File: config.mk
export PLATFORM = sky130hd
export DESIGN_NAME = fifo_rd_drain
export DESIGN_NICKNAME = d
export VERILOG_FILES = /design/src/rtl/fifo_rd_drain.sv
export SDC_FILE = /design/constraint.sdc
export NUM_CORES = 1
export LEC_CHECK = 0
export ABC_AREA = 1
export BUFFER_PORTS_ARGS = -buffer_cell sky130_fd_sc_hd__buf_2
export CORE_AREA = 2 2 54 56
export CTS_CLUSTER_DIAMETER = 120
export CTS_CLUSTER_SIZE = 30
export DETAILED_ROUTE_END_ITERATION = 12
export DIE_AREA = 0 0 56 58
export PLACE_DENSITY = 0.93
export SLEW_MARGIN = 10
export SYNTH_ARGS = -nofsm -noshare
export SYNTH_HDL_FRONTEND = slang
export SYNTH_SLANG_ARGS = --single-unit
export TNS_END_PERCENT = 5
File: constraint.sdc
create_clock -name r_clk -period 4 [get_ports r_clk]
set_clock_uncertainty 0.2 [all_clocks]
set_input_delay 1.2 -clock r_clk [delete_from_list [all_inputs] [get_ports r_clk]]
set_output_delay 1.2 -clock r_clk [all_outputs]
set_load 0.01 [all_outputs]
File: src/rtl/fifo_rd_drain.sv
// -----------------------------------------------------------------------------
// fifo_rd_drain
//
// Read-side drain stage for an asynchronous FIFO, r_clk domain. It pops words
// whenever the FIFO is non-empty and there is room downstream. A 2-entry skid
// buffer absorbs the FIFO's one-cycle read latency. Words are presented on a
// valid/ready stream in their original order, at up to one word per cycle.
//
// Handshake: a word moves from the stream port to the consumer in every cycle
// where m_valid and m_ready are both high. While m_valid is high and m_ready is
// low, m_data is held stable. m_valid never depends on m_ready.
//
// Optional feature macro: FIFO_RD_STATS_EN
//   defined   -> pop_count / stall_count are live statistics counters
//   undefined -> both ports are tied to zero and no counter flops exist
//
// Parameters
//   DATASIZE      width of a FIFO word and of the stream data
//
// Ports
//   r_clk         read-domain clock, rising edge
//   r_rst         asynchronous active-low reset
//   r_empty       FIFO empty flag
//   r_en          FIFO pop request (one word per high cycle)
//   r_data        FIFO read data, valid the cycle after r_en
//   flush         synchronous discard of buffered and in-flight words
//   m_valid       stream word available
//   m_ready       consumer accepts
//   m_data        stream data (head of the skid buffer)
//   busy          buffer non-empty or a read in flight
//   pop_count     words popped (wraps)
//   stall_count   cycles with m_valid && !m_ready (saturates)
//   dbg_occ       skid-buffer occupancy state (EMPTY/ONE/TWO)
//   dbg_inflight  registered copy of the previous cycle's r_en
// -----------------------------------------------------------------------------
module fifo_rd_drain #(
    parameter int DATASIZE = 8
) (
    input  logic                r_clk,
    input  logic                r_rst,
    input  logic                r_empty,
    output logic                r_en,
    input  logic [DATASIZE-1:0] r_data,
    input  logic                flush,
    output logic                m_valid,
    input  logic                m_ready,
    output logic [DATASIZE-1:0] m_data,
    output logic                busy,
    output logic [15:0]         pop_count,
    output logic [15:0]         stall_count,
    output logic [1:0]          dbg_occ,
    output logic                dbg_inflight
);

    typedef enum logic [1:0] {
        EMPTY = 2'd0,
        ONE   = 2'd1,
        TWO   = 2'd2
    } occ_e;

    occ_e                state_q, state_d;
    logic                inflight_q, inflight_d;
    // head_q is always the oldest word and drives m_data directly.
    logic [DATASIZE-1:0] head_q, head_d;
    logic [DATASIZE-1:0] tail_q, tail_d;

    logic xfer;
    logic cap;
    logic room;

    // -------------------------------------------------------------------------
    // Stream outputs and pop request
    // -------------------------------------------------------------------------
    always_comb begin
        m_valid = (state_q != EMPTY) && !flush;
        xfer    = m_valid && m_ready;
        // A word returned during a flush cycle is dropped, not captured.
        cap     = inflight_q && !flush;
        // room means occ + inflight < 2.
        room    = (state_q == EMPTY) || ((state_q == ONE) && !inflight_q);
        // When a transfer frees a slot this cycle, a pop can still issue, so a
        // full buffer keeps streaming at one word per cycle. r_rst gates the pop
        // so that no word leaves the FIFO while this stage is held in reset.
        r_en    = r_rst && !r_empty && !flush && (room || xfer);
        busy    = (state_q != EMPTY) || inflight_q;
        m_data  = head_q;
    end

    // -------------------------------------------------------------------------
    // Skid-buffer next state
    // -------------------------------------------------------------------------
    always_comb begin
        state_d    = state_q;
        head_d     = head_q;
        tail_d     = tail_q;
        inflight_d = r_en;

        if (flush) begin
            state_d = EMPTY;
        end else begin
            case (state_q)
                EMPTY: begin
                    if (cap) begin
                        head_d  = r_data;
                        state_d = ONE;
                    end
                end
                ONE: begin
                    case ({cap, xfer})
                        2'b11: head_d = r_data;      // replace the departing head
                        2'b01: state_d = EMPTY;
                        2'b10: begin
                            tail_d  = r_data;
                            state_d = TWO;
                        end
                        default: ;
                    endcase
                end
                TWO: begin
                    // TWO with a capture but no transfer cannot happen: the pop
                    // is suppressed once occ + inflight reaches 2.
                    if (xfer) begin
                        head_d = tail_q;
                        if (cap) begin
                            tail_d = r_data;
                        end else begin
                            state_d = ONE;
                        end
                    end
                end
                default: state_d = EMPTY;
            endcase
        end
    end

    always_ff @(posedge r_clk or negedge r_rst) begin
        if (!r_rst) begin
            state_q    <= EMPTY;
            inflight_q <= 1'b0;
            head_q     <= '0;
            tail_q     <= '0;
        end else begin
            state_q    <= state_d;
            inflight_q <= inflight_d;
            head_q     <= head_d;
            tail_q     <= tail_d;
        end
    end

    assign dbg_occ      = state_q;
    assign dbg_inflight = inflight_q;

    // -------------------------------------------------------------------------
    // Statistics counters (cleared by reset only; flush leaves them alone)
    // -------------------------------------------------------------------------
`ifdef FIFO_RD_STATS_EN
    logic [15:0] pop_cnt_q, pop_cnt_d;
    logic [15:0] stall_cnt_q, stall_cnt_d;

    always_comb begin
        pop_cnt_d   = pop_cnt_q;
        stall_cnt_d = stall_cnt_q;
        if (r_en) begin
            pop_cnt_d = pop_cnt_q + 16'd1;
        end
        if (m_valid && !m_ready && (stall_cnt_q != 16'hFFFF)) begin
            stall_cnt_d = stall_cnt_q + 16'd1;
        end
    end

    always_ff @(posedge r_clk or negedge r_rst) begin
        if (!r_rst) begin
            pop_cnt_q   <= 16'h0000;
            stall_cnt_q <= 16'h0000;
        end else begin
            pop_cnt_q   <= pop_cnt_d;
            stall_cnt_q <= stall_cnt_d;
        end
    end

    assign pop_count   = pop_cnt_q;
    assign stall_count = stall_cnt_q;
`else
    assign pop_count   = 16'h0000;
    assign stall_count = 16'h0000;
`endif

endmodule

==> load_flow_metrics.sql <==
INSERT INTO impl_metrics (metric_group, metric, value, unit) VALUES
('outcome', 'result_of_the_run', 'finished clean', ''),
('power', 'power.switching', '0.256', 'mW'),
('placed_design', 'finalWeightedCongestion', '0.893', ''),
('timing', 'rsz_0062_raised_after_global_routing', 'false', ''),
('power', 'power_density', '488', 'mW/mm^2'),
('cells_and_area', 'area_of_combinational_cells_with_multiple_inputs', '623', 'um^2'),
('placed_design', 'dp_cells', '223', ''),
('clocking', 'number_of_buffers_inserted_by_post_cts_setup_repair', '0', ''),
('placed_design', 'detailedPlacementHpwl', '1.78', 'mm'),
('power', 'p_total', '0.650', 'mW'),
('power', 'intPower', '0.395', 'mW'),
('clocking', 'clk_path_buf_depth', '2', ''),
('route', 'dr.pass1.iters', '4', ''),
('setup_path', 'cp.buffers_inverters', '3', ''),
('global_route', 'first_global_vias', '848', ''),
('worst_hold_path', 'hold-path-cell-count', '2', ''),
('timing', 'finalSetupViolations', '0', ''),
('clocking', 'ctsResizeCount', '0', ''),
('timing', 'number_of_hold_violations_in_the_final_report', '0', ''),
('global_route', 'grt_start_max_net_pins', '20', ''),
('placed_design', 'io_buffers', '26', ''),
('synth', 'post_synth_fa_ha_maj_area_fraction', '0', '%'),
('clocking', 'clockRootBuffer', 'sky130_fd_sc_hd__clkbuf_4', ''),
('synth', 'synthXorXnorAreaFrac', '0', '%'),
('floorplan', 'design.portCount', '59', ''),
('setup_path', 'critical_path.endpoint_type', 'output pin', ''),
('timing', 'minimum_period_implied_by_the_final_worst_setup_slack', '3.42', 'ns'),
('global_route', 'grt.total_usage', '14.6', '%'),
('cells_and_area', 'layout.area.seq', '475', 'um^2'),
('synth', 'yosysWarnings', '0', ''),
('setup_path', 'crit_path_max_fanout', '7', ''),
('synth', 'synthesis.instances', '167', ''),
('power', 'power_frac_seq', '48.1', '%'),
('synth', 'synthMuxAreaShare', '0', '%'),
('cells_and_area', 'layout_commonest_cell', 'sky130_fd_sc_hd__nand2_1', ''),
('route', 'routed_wire_length_per_instance', '9.95', 'um'),
('synth', 'compound_gate_portion_of_the_synthesized_area', '3.57', '%'),
('floorplan', 'die_x', '56', 'um'),
('cells_and_area', 'layout_common_cells', '65 x sky130_fd_sc_hd__nand2_1, 32 x sky130_fd_sc_hd__conb_1, 26 x sky130_fd_sc_hd__buf_2', ''),
('setup_path', 'rr_startpoint', 'dbg_occ[1]$_DFFE_PN0P_', ''),
('timing', 'final-max-slew-violation-count', '0', ''),
('timing', 'layout_worst_path_cycle_share', '85.5', '%'),
('synth', 'portion_of_the_post_synthesis_area_used_by_sequential_elements', '37.7', '%'),
('setup_path', 'crit_path_cell_trace', 'buf_2, inv_1, nand3_2, a21oi_1, buf_2', ''),
('global_route', 'first_pass_grt_wire_length', '3.72', 'mm'),
('cells_and_area', 'share_of_final_layout_standard_cells_stronger_than_drive_strength_1', '22.4', '%'),
('placed_design', 'detailedPlace.worstSlack', '0.573', 'ns'),
('clocking', 'cts_buffers', '3', ''),
('cells_and_area', 'fillCellCount', '264', ''),
('power', 'power.share.switching', '39.3', '%'),
('clocking', 'path_clk_slew', '0.10', 'ns'),
('setup_path', 'reg2reg_setup_slack', '2.06', 'ns'),
('route', 'postRouteWirelength', '2.26', 'mm'),
('power', 'power.static_leakage', '0.784', 'nW'),
('floorplan', 'placementRows', '19', ''),
('synth', 'postSynthRegisterBits', '19', ''),
('route', 'detail_route.drc_violations', '0', ''),
('floorplan', 'floorplan.die.height', '58', 'um'),
('global_route', 'globalRouteOverflowTotal', '0', ''),
('cells_and_area', 'utilization', '50.1', '%'),
('floorplan', 'fp.dieArea', '0.00325', 'mm^2'),
('worst_hold_path', 'min_to', 'm_data[4]$_DFFE_PN0P_', ''),
('route', 'vias_per_cell', '4.47', ''),
('route', 'detail-route-antenna-nets', '0', ''),
('setup_path', 'reg2regPathDepth', '9', ''),
('timing', 'hold_ws', '0.275', 'ns'),
('setup_path', 'cp.depth', '5', ''),
('synth', 'synth_cell_types', '21', ''),
('synth', 'postSynthAreaPerCell', '7.56', 'um^2'),
('power', 'pwr-share-comb', '37.0', '%'),
('cells_and_area', 'antenna_cells_inserted', '0', '');
==> sequential cells by signal, summed over array words and instances (netlist names) <==
register,count
dbg_inflight,1
dbg_occ,2
m_data,8
tail_q,8
==> cell usage after synthesis <==
master / instances
sky130_fd_sc_hd__o31ai_1: 1
sky130_fd_sc_hd__nand2_4: 2
sky130_fd_sc_hd__nor2_2: 2
sky130_fd_sc_hd__o2111ai_1: 1
sky130_fd_sc_hd__conb_1: 1
sky130_fd_sc_hd__nor2_4: 1
sky130_fd_sc_hd__buf_4: 33
sky130_fd_sc_hd__nand2_1: 65
sky130_fd_sc_hd__inv_2: 2
sky130_fd_sc_hd__nand3_1: 9
sky130_fd_sc_hd__dfrtp_1: 19
sky130_fd_sc_hd__inv_4: 1
sky130_fd_sc_hd__nand3_2: 2
sky130_fd_sc_hd__nand2_2: 4
sky130_fd_sc_hd__o21ai_0: 2
sky130_fd_sc_hd__inv_1: 5
sky130_fd_sc_hd__nand4_1: 10
sky130_fd_sc_hd__o211ai_1: 1
sky130_fd_sc_hd__a21oi_1: 1
sky130_fd_sc_hd__a31oi_1: 1
sky130_fd_sc_hd__nor2_1: 4
==> kinds of logic after synthesis <==
group / after synthesis
AOI/OAI and AO/OA: 7
other: 1
DFF: 19
and+or+nand+nor: 99
buffers and inverters: 41
==> power groups by stage <==
stage / logic [mW] / clock network [mW] / registers [mW]
after floorplan: 0.165 / 0 / 0.332
after global placement: 0.236 / 0 / 0.315
after detailed placement: 0.243 / 0 / 0.316
after CTS: 0.243 / 0.0976 / 0.313
after global routing: 0.276 / 0.107 / 0.325
final: 0.241 / 0.0968 / 0.313
==> layer usage <==
layer,vias up,GRT usage (%),routed length [um]
met5,-,0,0
met4,0,7.14,43
li1,534,-,-
met3,4,2.90,156
met2,38,24.7,1120
met1,438,18.1,942
==> tightest hold or removal path: stages (launching register included) <==
cell and delay, ns:
sky130_fd_sc_hd__dfrtp_1 0.35, sky130_fd_sc_hd__nand2_1 0.05, sky130_fd_sc_hd__nand2_1 0.04
==> layout make-up <==
cell class,instances,area share (%)
inverter,8,2.44
clock buffer,4,1.97
tap,31,2.91
sequential,19,35.6
timing repair buffer,27,10.3
multi-input combinational,138,46.7
==> worst max path at each step <==
stage / endpoint / slack, ns
3_3_place_gp: r_en / 0.64
5_1_grt: r_en / 0.51
3_5_place_dp: r_en / 0.57
2_1_floorplan: r_en / 0.87
6_report: r_en / 0.58
4_1_cts: r_en / 0.57
(Power assumes the default switching activity.)
